===== src/rtl/tick_scheduler.sv =====
`timescale 1ns/1ps
// tick_scheduler: IDLE/RUN/PAUSE FSM gating two programmable tick channels (CONT, RU) as clock enables.
// Latency: ticks are registered, high one cycle after the wrap edge; no backpressure, commands act on the next edge.
module tick_scheduler #(
  parameter int unsigned W            = 25,
  parameter int unsigned PER_CONT_DEF = 65536,
  parameter int unsigned PER_RU_DEF   = 16777216
) (
  input  logic         clk,
  input  logic         reset,
  input  logic         start,
  input  logic         pause,
  input  logic         stop,
  input  logic         cfg_we,
  input  logic         cfg_sel,
  input  logic [W-1:0] cfg_data,
  output logic         tick_cont,
  output logic         tick_ru,
  output logic [1:0]   scan_sel,
  output logic [1:0]   state
);

  typedef enum logic [1:0] {
    ST_IDLE  = 2'b00,
    ST_RUN   = 2'b01,
    ST_PAUSE = 2'b10
  } st_t;

  localparam logic [W-1:0] CONT_DEF = W'(PER_CONT_DEF);
  localparam logic [W-1:0] RU_DEF   = W'(PER_RU_DEF);
  localparam logic [W-1:0] ONE      = W'(1);

  st_t          cur_st;
  st_t          nxt_st;
  logic [W-1:0] per_q [2];
  logic [W-1:0] shd_q [2];
  logic [W-1:0] cnt_q [2];
  logic [1:0]   tick_q;
  logic [1:0]   wrap;
  logic [1:0]   load;
  logic         cnt_en;
  logic         clr;

  // Priority stop > pause > start; unlisted encodings fall back to IDLE.
  always_comb begin
    nxt_st = cur_st;
    case (cur_st)
      ST_IDLE: begin
        if (stop)       nxt_st = ST_IDLE;
        else if (start) nxt_st = ST_RUN;
      end
      ST_RUN: begin
        if (stop)       nxt_st = ST_IDLE;
        else if (pause) nxt_st = ST_PAUSE;
      end
      ST_PAUSE: begin
        if (stop)       nxt_st = ST_IDLE;
        else if (start) nxt_st = ST_RUN;
      end
      default:          nxt_st = ST_IDLE;
    endcase
  end

  // The edge that leaves RUN does not count, so a resume continues exactly where pause left off.
  always_comb begin
    cnt_en = (cur_st == ST_RUN) && (nxt_st == ST_RUN);
    clr    = (nxt_st == ST_IDLE);
    wrap   = '0;
    load   = '0;
    for (int i = 0; i < 2; i++) begin
      wrap[i] = (cnt_q[i] == (per_q[i] - ONE));
      load[i] = (cnt_en && wrap[i]) || (cur_st == ST_IDLE) ||
                ((cur_st == ST_PAUSE) && stop);
    end
  end

  always_ff @(posedge clk) begin
    if (reset) begin
      cur_st   <= ST_IDLE;
      tick_q   <= '0;
      scan_sel <= '0;
      per_q[0] <= CONT_DEF;
      per_q[1] <= RU_DEF;
      shd_q[0] <= CONT_DEF;
      shd_q[1] <= RU_DEF;
      cnt_q[0] <= '0;
      cnt_q[1] <= '0;
    end else begin
      cur_st <= nxt_st;
      for (int i = 0; i < 2; i++) begin
        // A write on a wrap edge lands in the shadow only; the active period takes the old shadow.
        if (cfg_we && (cfg_sel == 1'(i)))
          shd_q[i] <= (cfg_data == '0) ? ONE : cfg_data;
        if (load[i])
          per_q[i] <= shd_q[i];
        if (clr)
          cnt_q[i] <= '0;
        else if (cnt_en)
          cnt_q[i] <= wrap[i] ? '0 : cnt_q[i] + ONE;
        tick_q[i] <= cnt_en && wrap[i];
      end
      if (clr)
        scan_sel <= '0;
      else if (cnt_en && wrap[0])
        scan_sel <= scan_sel + 2'd1;
    end
  end

  assign tick_cont = tick_q[0];
  assign tick_ru   = tick_q[1];
  assign state     = cur_st;

endmodule


===== config.mk =====
export PLATFORM = sky130hd
export DESIGN_NAME = tick_scheduler
export DESIGN_NICKNAME = d
export VERILOG_FILES = /design/src/rtl/tick_scheduler.sv
export SDC_FILE = /design/constraint.sdc
export NUM_CORES = 1
export LEC_CHECK = 0
export BUFFER_PORTS_ARGS = -buffer_cell sky130_fd_sc_hd__buf_2
export CAP_MARGIN = 0
export CORE_ASPECT_RATIO = 2
export CORE_MARGIN = 8
export CORE_UTILIZATION = 40
export DETAILED_ROUTE_END_ITERATION = 16
export PLACE_DENSITY = 0.65
export SLEW_MARGIN = 20
export SYNTH_ARGS = -nofsm -noshare
export SYNTH_HDL_FRONTEND = slang
export SYNTH_SLANG_ARGS = --single-unit

===== constraint.sdc =====
create_clock -name clk -period 13.6 [get_ports clk]
set_input_delay 2.72 -clock clk [delete_from_list [all_inputs] [get_ports clk]]
set_output_delay 2.72 -clock clk [all_outputs]
set_load 0.02 [all_outputs]

==> results.json, run 1 <==
{
  "rr_endpoint": "per_q[0][37]",
  "rsz0062_at_grt": "false",
  "clockBufferDepth": 2,
  "nNetsFinal": 799,
  "ys_warn_count": 0,
  "finClkSkew_ns": 0.00650,
  "startpoint": "per_q[0][0]",
  "synth-edff-count": 150,
  "whs_path_depth": 2,
  "syn_to_final_growth_pct": 12.2,
  "irDropWorstVdd_mv": 0.0800,
  "p_int_uw": 887,
  "synth_top_cell_by_area": "edfxtp_1",
  "gp_congestion": 0.823,
  "crit_path_end": "per_q[0][37]",
  "ys_ff_latch": 156,
  "min_path_type": "reg2reg",
  "critPathBufInv": 1,
  "ys.flop_type": "edfxtp_1",
  "startpoint_type": "flip-flop",
  "p_seq_frac": 0.489,
  "dr.pass1.iters": 4,
  "setup_ws_ns": 9.24,
  "final_cells": 1042,
  "detail_route.wl_per_cell_um": 17.5,
  "core_area_um2": 20500,
  "clk_pin_slew_ns": 0.07,
  "yosys-top-cells-area": "edfxtp_1 54%, xnor2_1 6.0%, xor2_1 5.5%",
  "yosysMostFrequentCell": "edfxtp_1",
  "synth_cell_types": 66,
  "status": "complete, no violations",
  "clkLatencyLatePin_ns": 0.43,
  "netlist.area_leader.share": 0.542,
  "via_per_inst": 5.37,
  "drc_errors": 0,
  "vias": 5593,
  "slowest_delay_ns": 0.64,
  "slew_headroom": 0.309,
  "synth.avg_cell_area_um2": 11.4,
  "pre_cts_ws_ns": 8.58,
  "die_x_um": 118,
  "path_common_cell": "or4_4",
  "numCtsBuffers": 17,
  "cts-hold-fix-buffers": 0,
  "layout-drive-gt1-share": 0.120,
  "antenna_found_initial": 0,
  "p_sw_frac": 0.270,
  "grt_pass1_wl_mm": 29.4,
  "post_cts_resized": 0,
  "cts_tree": "yes",
  "cp_slowest_cell": "or4b_1",
  "switchingPower_uw": 329,
  "worstRegToRegCells": 10,
  "die_area_um2": 25900,
  "r2r_slack_ns": 9.24,
  "fin_setup_tns_ns": 0,
  "maxCapViolations": 0,
  "crit_arrival_ns": 4.65,
  "cts_root_buf": "clkbuf_16",
  "final_hold_viol_count": 0,
  "start_util": 0.406,
  "synth.cell_area_um2": 8310,
  "grt_overflow": 0,
  "cts_sinks": 156,
  "leakagePower_nw": 3.53,
  "p_per_area_nw_per_um2": 130,
  "port_buffers": 37,
  "antenna_cells": 0,
  "grt_usage": 0.146,
  "register_area_um2": 4620,
  "cp_top_family": "simple AND/OR/NAND/NOR gates",
  "io_pins": 38,
  "die_h_um": 220,
  "num_rows": 74,
  "hpwl_mm": 13.8,
  "setup_viol": 0,
  "placed_cells": 1010,
  "async_flop_share": 0,
  "grt_max_degree": 51,
  "wirelength_mm": 18.2,
  "htree_levels": 4,
  "path_class": "reg2reg",
  "synth-seq-area-share": 0.556,
  "synth_common_cells": "150 x edfxtp_1, 90 x nor2_1, 66 x and3_1",
  "period_share": 0.321,
  "multi_input_area_um2": 3500,
  "worst-path-stages": 10,
  "worstSetupEndpointType": "flip-flop",
  "nFillCells": 1915,
  "period_minus_slack_ns": 4.36,
  "ant_nets": 0,
  "dr.first_iter.drc_count": 277,
  "fmax_ghz": 0.229,
  "required_ns": 13.89,
  "slew_violations": 0,
  "post-cts-setup-buffer-count": 0,
  "crit_chain": "inv_1 > ha_1 > or4b_1 > or4_4 > xnor2_1 > or3_1 > or3b_1 > or4_4 > nand3_4 > and3_1",
  "rr_startpoint": "per_q[0][0]",
  "worst_pin_slew_ns": 1.04,
  "synth_fp_nets": 765,
  "power_frac_comb": 0.117,
  "clock_power_share": 0.394,
  "grt_pass1_vias": 5784,
  "netlist_instances": 729,
  "crit_fanout": 50
}
-- worst reg2reg max path: stages (launching register included) --
cell	delay, ns
edfxtp_1	0.45
inv_1	0.09
ha_1	0.25
or4b_1	0.65
or4_4	0.63
xnor2_1	0.16
or3_1	0.36
or3b_1	0.42
or4_4	0.58
nand3_4	0.36
and3_1	0.28
-- metrics by stage --
step	power (mW)	cell area, um^2	hold WS [ns]	utilization
3_3_place_gp	0.745	8730	0.488	0.426
5_1_grt	1.26	9330	0.556	0.456
6_report	1.22	9330	0.515	0.456
2_1_floorplan	0.703	8310	0.482	-
3_5_place_dp	0.747	8730	0.512	0.426
4_1_cts	1.23	9320	0.521	0.456
-- power groups by stage --
| stage | logic [mW] | clock network [mW] | registers (mW) |
|---|---|---|---|
| after floorplan | 0.114 | 0 | 0.589 |
| after global placement | 0.140 | 0 | 0.605 |
| after detailed placement | 0.142 | 0 | 0.605 |
| after CTS | 0.143 | 0.489 | 0.595 |
| after global routing | 0.157 | 0.508 | 0.598 |
| final | 0.142 | 0.479 | 0.594 |
-- layout make-up --
cell class              instances  area share
inverters                      13     0.00523
repair buffers                 42      0.0239
multi-input cells             533       0.375
flip-flops and latches        156       0.496
well taps                     266      0.0357
clock buffers                  18      0.0460
clock inverters                14      0.0181
-- worst min-delay path by stage --
| stage | start | to | slack [ns] |
|---|---|---|---|
| final | scan_sel[0] | scan_sel[1] | 0.52 |
| after detailed placement | scan_sel[0] | scan_sel[1] | 0.51 |
| after floorplan | shd_q[0][16] | per_q[0][16] | 0.48 |
| after global routing | scan_sel[0] | scan_sel[1] | 0.56 |
| after global placement | scan_sel[0] | scan_sel[1] | 0.49 |
| after CTS | scan_sel[0] | scan_sel[1] | 0.52 |
-- sequential cells by signal, indices dropped and copies added, names as in the netlist --
register and count:
state 2, per_q 50, cnt_q 50, shd_q 50, scan_sel 2, tick_q 2
-- cells in the final DEF, fill, tap and decap left out, drive strengths merged, types with 4 or more instances in the layout --
| cell type | n |
|---|---|
| clkbuf | 18 |
| nor2 | 90 |
| ha | 4 |
| a211o | 4 |
| nor4 | 21 |
| or3 | 5 |
| o21ai | 7 |
| xor2 | 52 |
| buf | 42 |
| nand2b | 10 |
| nand4 | 18 |
| nand3 | 28 |
| nor3 | 15 |
| o31ai | 4 |
| and4 | 4 |
| or4 | 10 |
| inv | 23 |
| a21oi | 9 |
| edfxtp | 150 |
| nand2 | 35 |
| nor3b | 5 |
| nor2b | 7 |
| dfxtp | 6 |
| xnor2 | 57 |
| nand3b | 7 |
| and2 | 29 |
| and3 | 66 |
-- routing by layer --
metal  share of wire  vias to the layer above  track usage  wire [um]
li1                -                     2759            -          -
met1            0.36                     2669        0.140       6490
met2            0.57                      125        0.274      10300
met3           0.029                       40       0.0277        523
met4           0.048                        0        0.105        882
met5               0                        -            0          0
-- cell families after synthesis --
kind of cell	count (synthesis)	share of synthesized area
compound gates	56	0.0503
xor+xnor	109	0.115
flops	156	0.556
fa+ha+maj	4	0.00602
buf+inv	40	0.0250
mux	3	0.00361
simple gates	361	0.244
Power figures use the tool's default switching activity.
==> run 2: changes to the inputs <==
--- a/config.mk
+++ b/config.mk
@@ -11,7 +11,7 @@
 export CORE_MARGIN = 8
 export CORE_UTILIZATION = 40
 export DETAILED_ROUTE_END_ITERATION = 16
-export PLACE_DENSITY = 0.65
+export PLACE_DENSITY = 0.67
 export SLEW_MARGIN = 20
 export SYNTH_ARGS = -nofsm -noshare
 export SYNTH_HDL_FRONTEND = slang
==> constraint.sdc (replaced) <==
create_clock -name clk -period 3.8 [get_ports clk]
set_input_delay 0.76 -clock clk [delete_from_list [all_inputs] [get_ports clk]]
set_output_delay 0.76 -clock clk [all_outputs]
set_load 0.02 [all_outputs]
==> run 2 against run 1 <==
Net effect:
- setup slack worse by 9.0 ns
- wire length up 4.0%
- global-route usage up 0.55 points
- clock skew up 0.0011 ns
- utilization up 1.9 points
- via count up 3.5%
- register-to-register slack worse by 9.0 ns
- die area unchanged
- clock-buffer cell count down 1
- critical endpoint is now per_q[0][16]
==> results.json, run 2 (synthesis gave the netlist of run 1 again) <==
{
  "status": "complete, no violations",
  "maxCapViolations": 0,
  "rsz0062_at_grt": "false",
  "top_layer": "met4",
  "clkLatencyLatePin_ns": 0.43,
  "r2r_slack_ns": 0.21,
  "die_h_um": 220,
  "min_path_type": "reg2reg",
  "syn_to_final_growth_pct": 16.9,
  "setup_viol": 0,
  "drc_errors": 0,
  "num_rows": 74,
  "rr_endpoint": "per_q[0][16]",
  "slew_violations": 0,
  "cp_top_family": "simple AND/OR/NAND/NOR gates",
  "slowest_delay_ns": 0.48,
  "hp-start": "scan_sel[0]",
  "io_pins": 38,
  "setup_ws_ns": 0.212,
  "wl_met3_um": 485,
  "hpwl_mm": 14.4,
  "irDropWorstVdd_mv": 0.281,
  "nFillCells": 1839,
  "top_regs": "cnt_q x50, per_q x50, shd_q x50",
  "finClkSkew_ns": 0.00757,
  "grt_pass1_vias": 5964,
  "numCtsBuffers": 17,
  "final_hold_viol_count": 0,
  "cts-hold-fix-buffers": 0,
  "grt_usage": 0.151,
  "placed_cells": 1042,
  "cts_sinks": 156,
  "path_class": "reg2reg",
  "grt_overflow": 0,
  "via_per_inst": 5.35,
  "crit_fanout": 5,
  "m1WireLength_mm": 6.79,
  "final_cell_mix": "150 x edfxtp_1, 90 x nor2_1, 66 x and3_1, 57 x xnor2_1, 52 x xor2_1",
  "die_area_um2": 25900,
  "whs_path_depth": 2,
  "gp_congestion": 0.928,
  "fmax_ghz": 0.279,
  "worst-path-stages": 11,
  "path_common_cell": "or4_4",
  "worstSetupEndpointType": "flip-flop",
  "antenna_cells": 0,
  "layout-drive-gt1-share": 0.170,
  "nNetsFinal": 839,
  "dr.pass1.iters": 4,
  "pre_cts_ws_ns": -0.143,
  "final_common_cell": "edfxtp_1",
  "cts_tree": "yes",
  "core_area_um2": 20500,
  "total_power_mw": 4.36,
  "final_cells": 1082,
  "grt_max_degree": 30,
  "critPathBufInv": 2,
  "register_area_um2": 4620,
  "clk_pin_slew_ns": 0.07,
  "period_share": 0.944,
  "leakagePower_nw": 3.74,
  "cts_root_buf": "clkbuf_16",
  "wirelength_mm": 18.9,
  "dr.first_iter.drc_count": 251,
  "crit_chain": "inv_2 > ha_4 > or4b_4 > or4_4 > xnor2_1 > or3_1 > or3b_4 > or4_4 > buf_4 > nand3_2 > nand3b_1",
  "worstRegToRegCells": 11,
  "slew_headroom": 0.310,
  "grt_pass1_wl_mm": 30.4,
  "wl_met2_mm": 11.0,
  "min_delay_worst_endpoint": "scan_sel[1]",
  "start_util": 0.406,
  "die_x_um": 118,
  "antenna_found_initial": 0,
  "required_ns": 3.96,
  "detail_route.wl_per_cell_um": 17.5,
  "vias": 5788,
  "multi_input_area_um2": 3560,
  "cp_slowest_cell": "or4b_4",
  "period_minus_slack_ns": 3.59,
  "ant_nets": 0,
  "worst_pin_slew_ns": 1.03,
  "clockBufferDepth": 2,
  "startpoint_type": "flip-flop",
  "crit_arrival_ns": 3.75,
  "port_buffers": 37,
  "p_per_area_nw_per_um2": 449,
  "rr_startpoint": "per_q[0][1]",
  "htree_levels": 4
}
run 2: cell count changes in the layout (fill, tap and decap cells not counted), sizes merged:
cell / delta
buf: +38
inv: -5
clkinv: +3
clkinvlp: +3
nand3: +2
clkbuf: -1
run 2: repair_timing:
| item | 4_1_cts | 5_1_grt |
|---|---|---|
| pin swaps | 2 | 3 |
| gates resized for setup | 3 | 2 |
| endpoints found under the hold margin | 0 | 0 |
| endpoints found under the setup margin | 62 | 75 |
| cloned | 2 | 0 |
| setup buffers | 5 | 1 |
run 2: worst max-delay path by stage:
stage / startpoint / endpoint / slack (ns)
floorplan: per_q[0][0] / per_q[0][16] / -0.004
global placement: per_q[0][1] / per_q[0][2] / -0.06
detailed placement: per_q[0][1] / per_q[0][14] / -0.14
CTS: per_q[0][1] / per_q[0][49] / 0.006
global route: per_q[0][33] / per_q[0][48] / 0.11
finish: per_q[0][1] / per_q[0][16] / 0.21
run 2: metal layers:
layer | global-route usage | up-vias
met2 | 0.303 | 102
met1 | 0.140 | 2801
met4 | 0.0838 | 0
li1 | - | 2848
met5 | 0 | -
met3 | 0.0277 | 37
run 2: area by class of cell:
class / count / share of cell area
Timing Repair Buffer: 80 / 0.0578
Inverter: 13 / 0.00502
Clock inverter: 15 / 0.0165
Tap cell: 266 / 0.0342
Sequential cell: 156 / 0.476
Multi-Input combinational cell: 535 / 0.367
Clock buffer: 17 / 0.0438
run 2: power breakdown:
group / internal (mW) / switching (mW)
Sequential: 2.01 / 0.109
Clock: 0.924 / 0.737
Combinational: 0.272 / 0.313
Total: 3.20 / 1.16
run 2: worst register-to-register path: cells and delay by family (launching register included):
family | cells | cell delay, ns
XOR/XNOR | 1 | 0.15
adder cells (fa/ha/maj) | 1 | 0.13
buffers and inverters | 2 | 0.27
flip-flops | 1 | 0.40
AND/OR/NAND/NOR | 7 | 2.36
run 2: per-stage QoR:
step                hold WS, ns  area (um^2)  setup TNS (ns)  utilization
floorplan                 0.482         8360        -0.00746            -
global placement          0.483         9050          -0.796        0.442
detailed placement        0.500         9050           -3.72        0.442
CTS                       0.510         9700               0        0.474
global route              0.544         9720               0        0.475
finish                    0.505         9720               0        0.475
==> run 3: changes to the inputs <==
--- a/config.mk
+++ b/config.mk
@@ -12,6 +12,7 @@
 export CORE_UTILIZATION = 40
 export DETAILED_ROUTE_END_ITERATION = 16
 export PLACE_DENSITY = 0.67
+export SETUP_SLACK_MARGIN = 0.5
 export SLEW_MARGIN = 20
 export SYNTH_ARGS = -nofsm -noshare
 export SYNTH_HDL_FRONTEND = slang
==> run 3 against run 2 <==
Net effect:
- wire length up 12%
- die area unchanged
- worst hold slack about the same
- sequential share of layout area down 1.8 points
- sequential power about the same
- power up 3.6%
- clock power up 5%
- critical endpoint is now cnt_q[0][10]
- largest cell class unchanged
==> results.json, run 3 (synthesis gave the netlist of run 1 again) <==
{
  "slowest_delay_ns": 0.53,
  "whs_ns": 0.505,
  "cts-hold-fix-buffers": 0,
  "path_class": "reg2reg",
  "layout-drive-gt1-share": 0.221,
  "clkLatencyLatePin_ns": 0.45,
  "cp_top_family": "simple AND/OR/NAND/NOR gates",
  "hp-start": "scan_sel[0]",
  "clockBufferDepth": 2,
  "total_power_mw": 4.52,
  "cts_tree": "yes",
  "die_h_um": 220,
  "dr.pass1.iters": 4,
  "critPathBufInv": 2,
  "path_common_cell": "or4_4",
  "required_ns": 4.00,
  "min_delay_worst_endpoint": "scan_sel[1]",
  "grt_pass1_wl_mm": 32.4,
  "irDropWorstVdd_mv": 0.347,
  "whs_path_depth": 2,
  "htree_levels": 4,
  "rsz0062_at_grt": "true",
  "leakagePower_nw": 3.90,
  "cp_slowest_cell": "or4_4",
  "slew_violations": 0,
  "numCtsBuffers": 17,
  "wirelength_mm": 21.1,
  "antenna_found_initial": 0,
  "crit_arrival_ns": 3.70,
  "vias": 6038,
  "via_per_inst": 5.48,
  "p_per_area_nw_per_um2": 447,
  "finClkSkew_ns": 0.0125,
  "num_rows": 74,
  "maxCapViolations": 0,
  "io_pins": 38,
  "period_minus_slack_ns": 3.50,
  "setup_viol": 0,
  "crit_chain": "inv_2 > ha_4 > or4b_4 > or4_4 > xnor2_2 > or3_1 > or3b_1 > buf_4 > or4_4 > nand2_8 > nor2_1",
  "worst_pin_slew_ns": 1.02,
  "grt_pass1_vias": 6135,
  "antenna_cells": 0,
  "final_cell_mix": "150 x edfxtp_1, 78 x nor2_1, 64 x and3_1, 56 x xnor2_1",
  "die_x_um": 118,
  "final_common_cell": "edfxtp_1",
  "clk_pin_slew_ns": 0.07,
  "worstRegToRegCells": 11,
  "nNetsFinal": 859,
  "r2r_slack_ns": 0.30,
  "final_hold_viol_count": 0,
  "rr_startpoint": "per_q[0][0]",
  "die_area_um2": 25900,
  "rr_endpoint": "cnt_q[0][10]",
  "startpoint_type": "flip-flop",
  "crit_fanout": 6,
  "slew_headroom": 0.318,
  "ant_nets": 0,
  "fin_setup_tns_ns": 0,
  "cts_sinks": 156,
  "drc_errors": 0,
  "top_regs": "cnt_q x50, per_q x50, shd_q x50",
  "grt_max_degree": 51,
  "grt_overflow": 0,
  "min_path_type": "reg2reg",
  "detail_route.wl_per_cell_um": 19.2,
  "dr.first_iter.drc_count": 297,
  "core_area_um2": 20500,
  "worstSetupEndpointType": "flip-flop",
  "gp_congestion": 0.888,
  "grt_usage": 0.163,
  "status": "complete, no violations",
  "start_util": 0.406,
  "fmax_ghz": 0.286,
  "port_buffers": 37,
  "hpwl_mm": 13.9,
  "cts_root_buf": "clkbuf_16",
  "period_share": 0.922,
  "syn_to_final_growth_pct": 21.6
}
run 3: changes by cell type in the layout (fill, tap and decap cells not counted), sizes merged, moves of 2 or more:
| cell | previous run | this run |
|---|---|---|
| inv | 18 | 21 |
| nand2 | 35 | 37 |
| nand2b | 10 | 12 |
| clkinv | 6 | 2 |
| nand3 | 30 | 32 |
| buf | 80 | 92 |
run 3: area by class of cell:
class / instances / area (um^2)
clock buffers: 17 / 425
clock inverters: 15 / 174
fillers: 1740 / 10400
inverters: 13 / 48.8
multi-input cells: 542 / 3860
flip-flops and latches: 156 / 4620
well taps: 266 / 333
repair buffers: 93 / 647
run 3: power by group:
group	leakage, nW	internal, mW	switching, mW
Sequential	1.72	2.01	0.108
Clock	0.287	0.989	0.756
Combinational	1.89	0.305	0.356
run 3: worst max path at each step:
stage | startpoint | to | slack [ns] | depth (start not counted)
after CTS | per_q[0][1] | per_q[0][4] | 0.31 | 10
after detailed placement | per_q[0][0] | per_q[0][49] | 0.12 | 10
after global routing | per_q[0][1] | cnt_q[0][10] | 0.23 | 11
after floorplan | per_q[0][25] | per_q[0][25] | 0.17 | 8
final | per_q[0][0] | cnt_q[0][10] | 0.30 | 11
after global placement | per_q[0][1] | per_q[0][16] | 0.20 | 10
run 3: repair_timing:
action	CTS	global route
buffers inserted	27	9
pin swaps	11	10
setup endpoints to repair	125	152
gates cloned	8	3
gates resized for setup	9	29
run 3: worst register-to-register path: stages, from the launching register on:
cell and delay (ns):
edfxtp_1 0.40, inv_2 0.09, ha_4 0.12, or4b_4 0.45, or4_4 0.46, xnor2_2 0.16
or3_1 0.31, or3b_1 0.37, buf_4 0.14, or4_4 0.53, nand2_8 0.17, nor2_1 0.06
run 3: per-stage QoR:
stage | util | cell area [um^2] | setup slack [ns] | cells
global route | 0.494 | 10100 | 0.229 | 1102
CTS | 0.484 | 9900 | 0.314 | 1090
finish | 0.494 | 10100 | 0.298 | 1102
detailed placement | 0.437 | 8950 | 0.122 | 1023
global placement | 0.437 | 8950 | 0.195 | 1023
floorplan | - | 8450 | 0.171 | 729
run 3: routing by layer:
metal  global-route usage  vias to the layer above  share of wire
met4                0.127                        0          0.056
met3               0.0203                       73          0.032
li1                     -                     2897              -
met2                0.309                      174           0.55
met1                0.156                     2894           0.36
met5                    0                        -              0
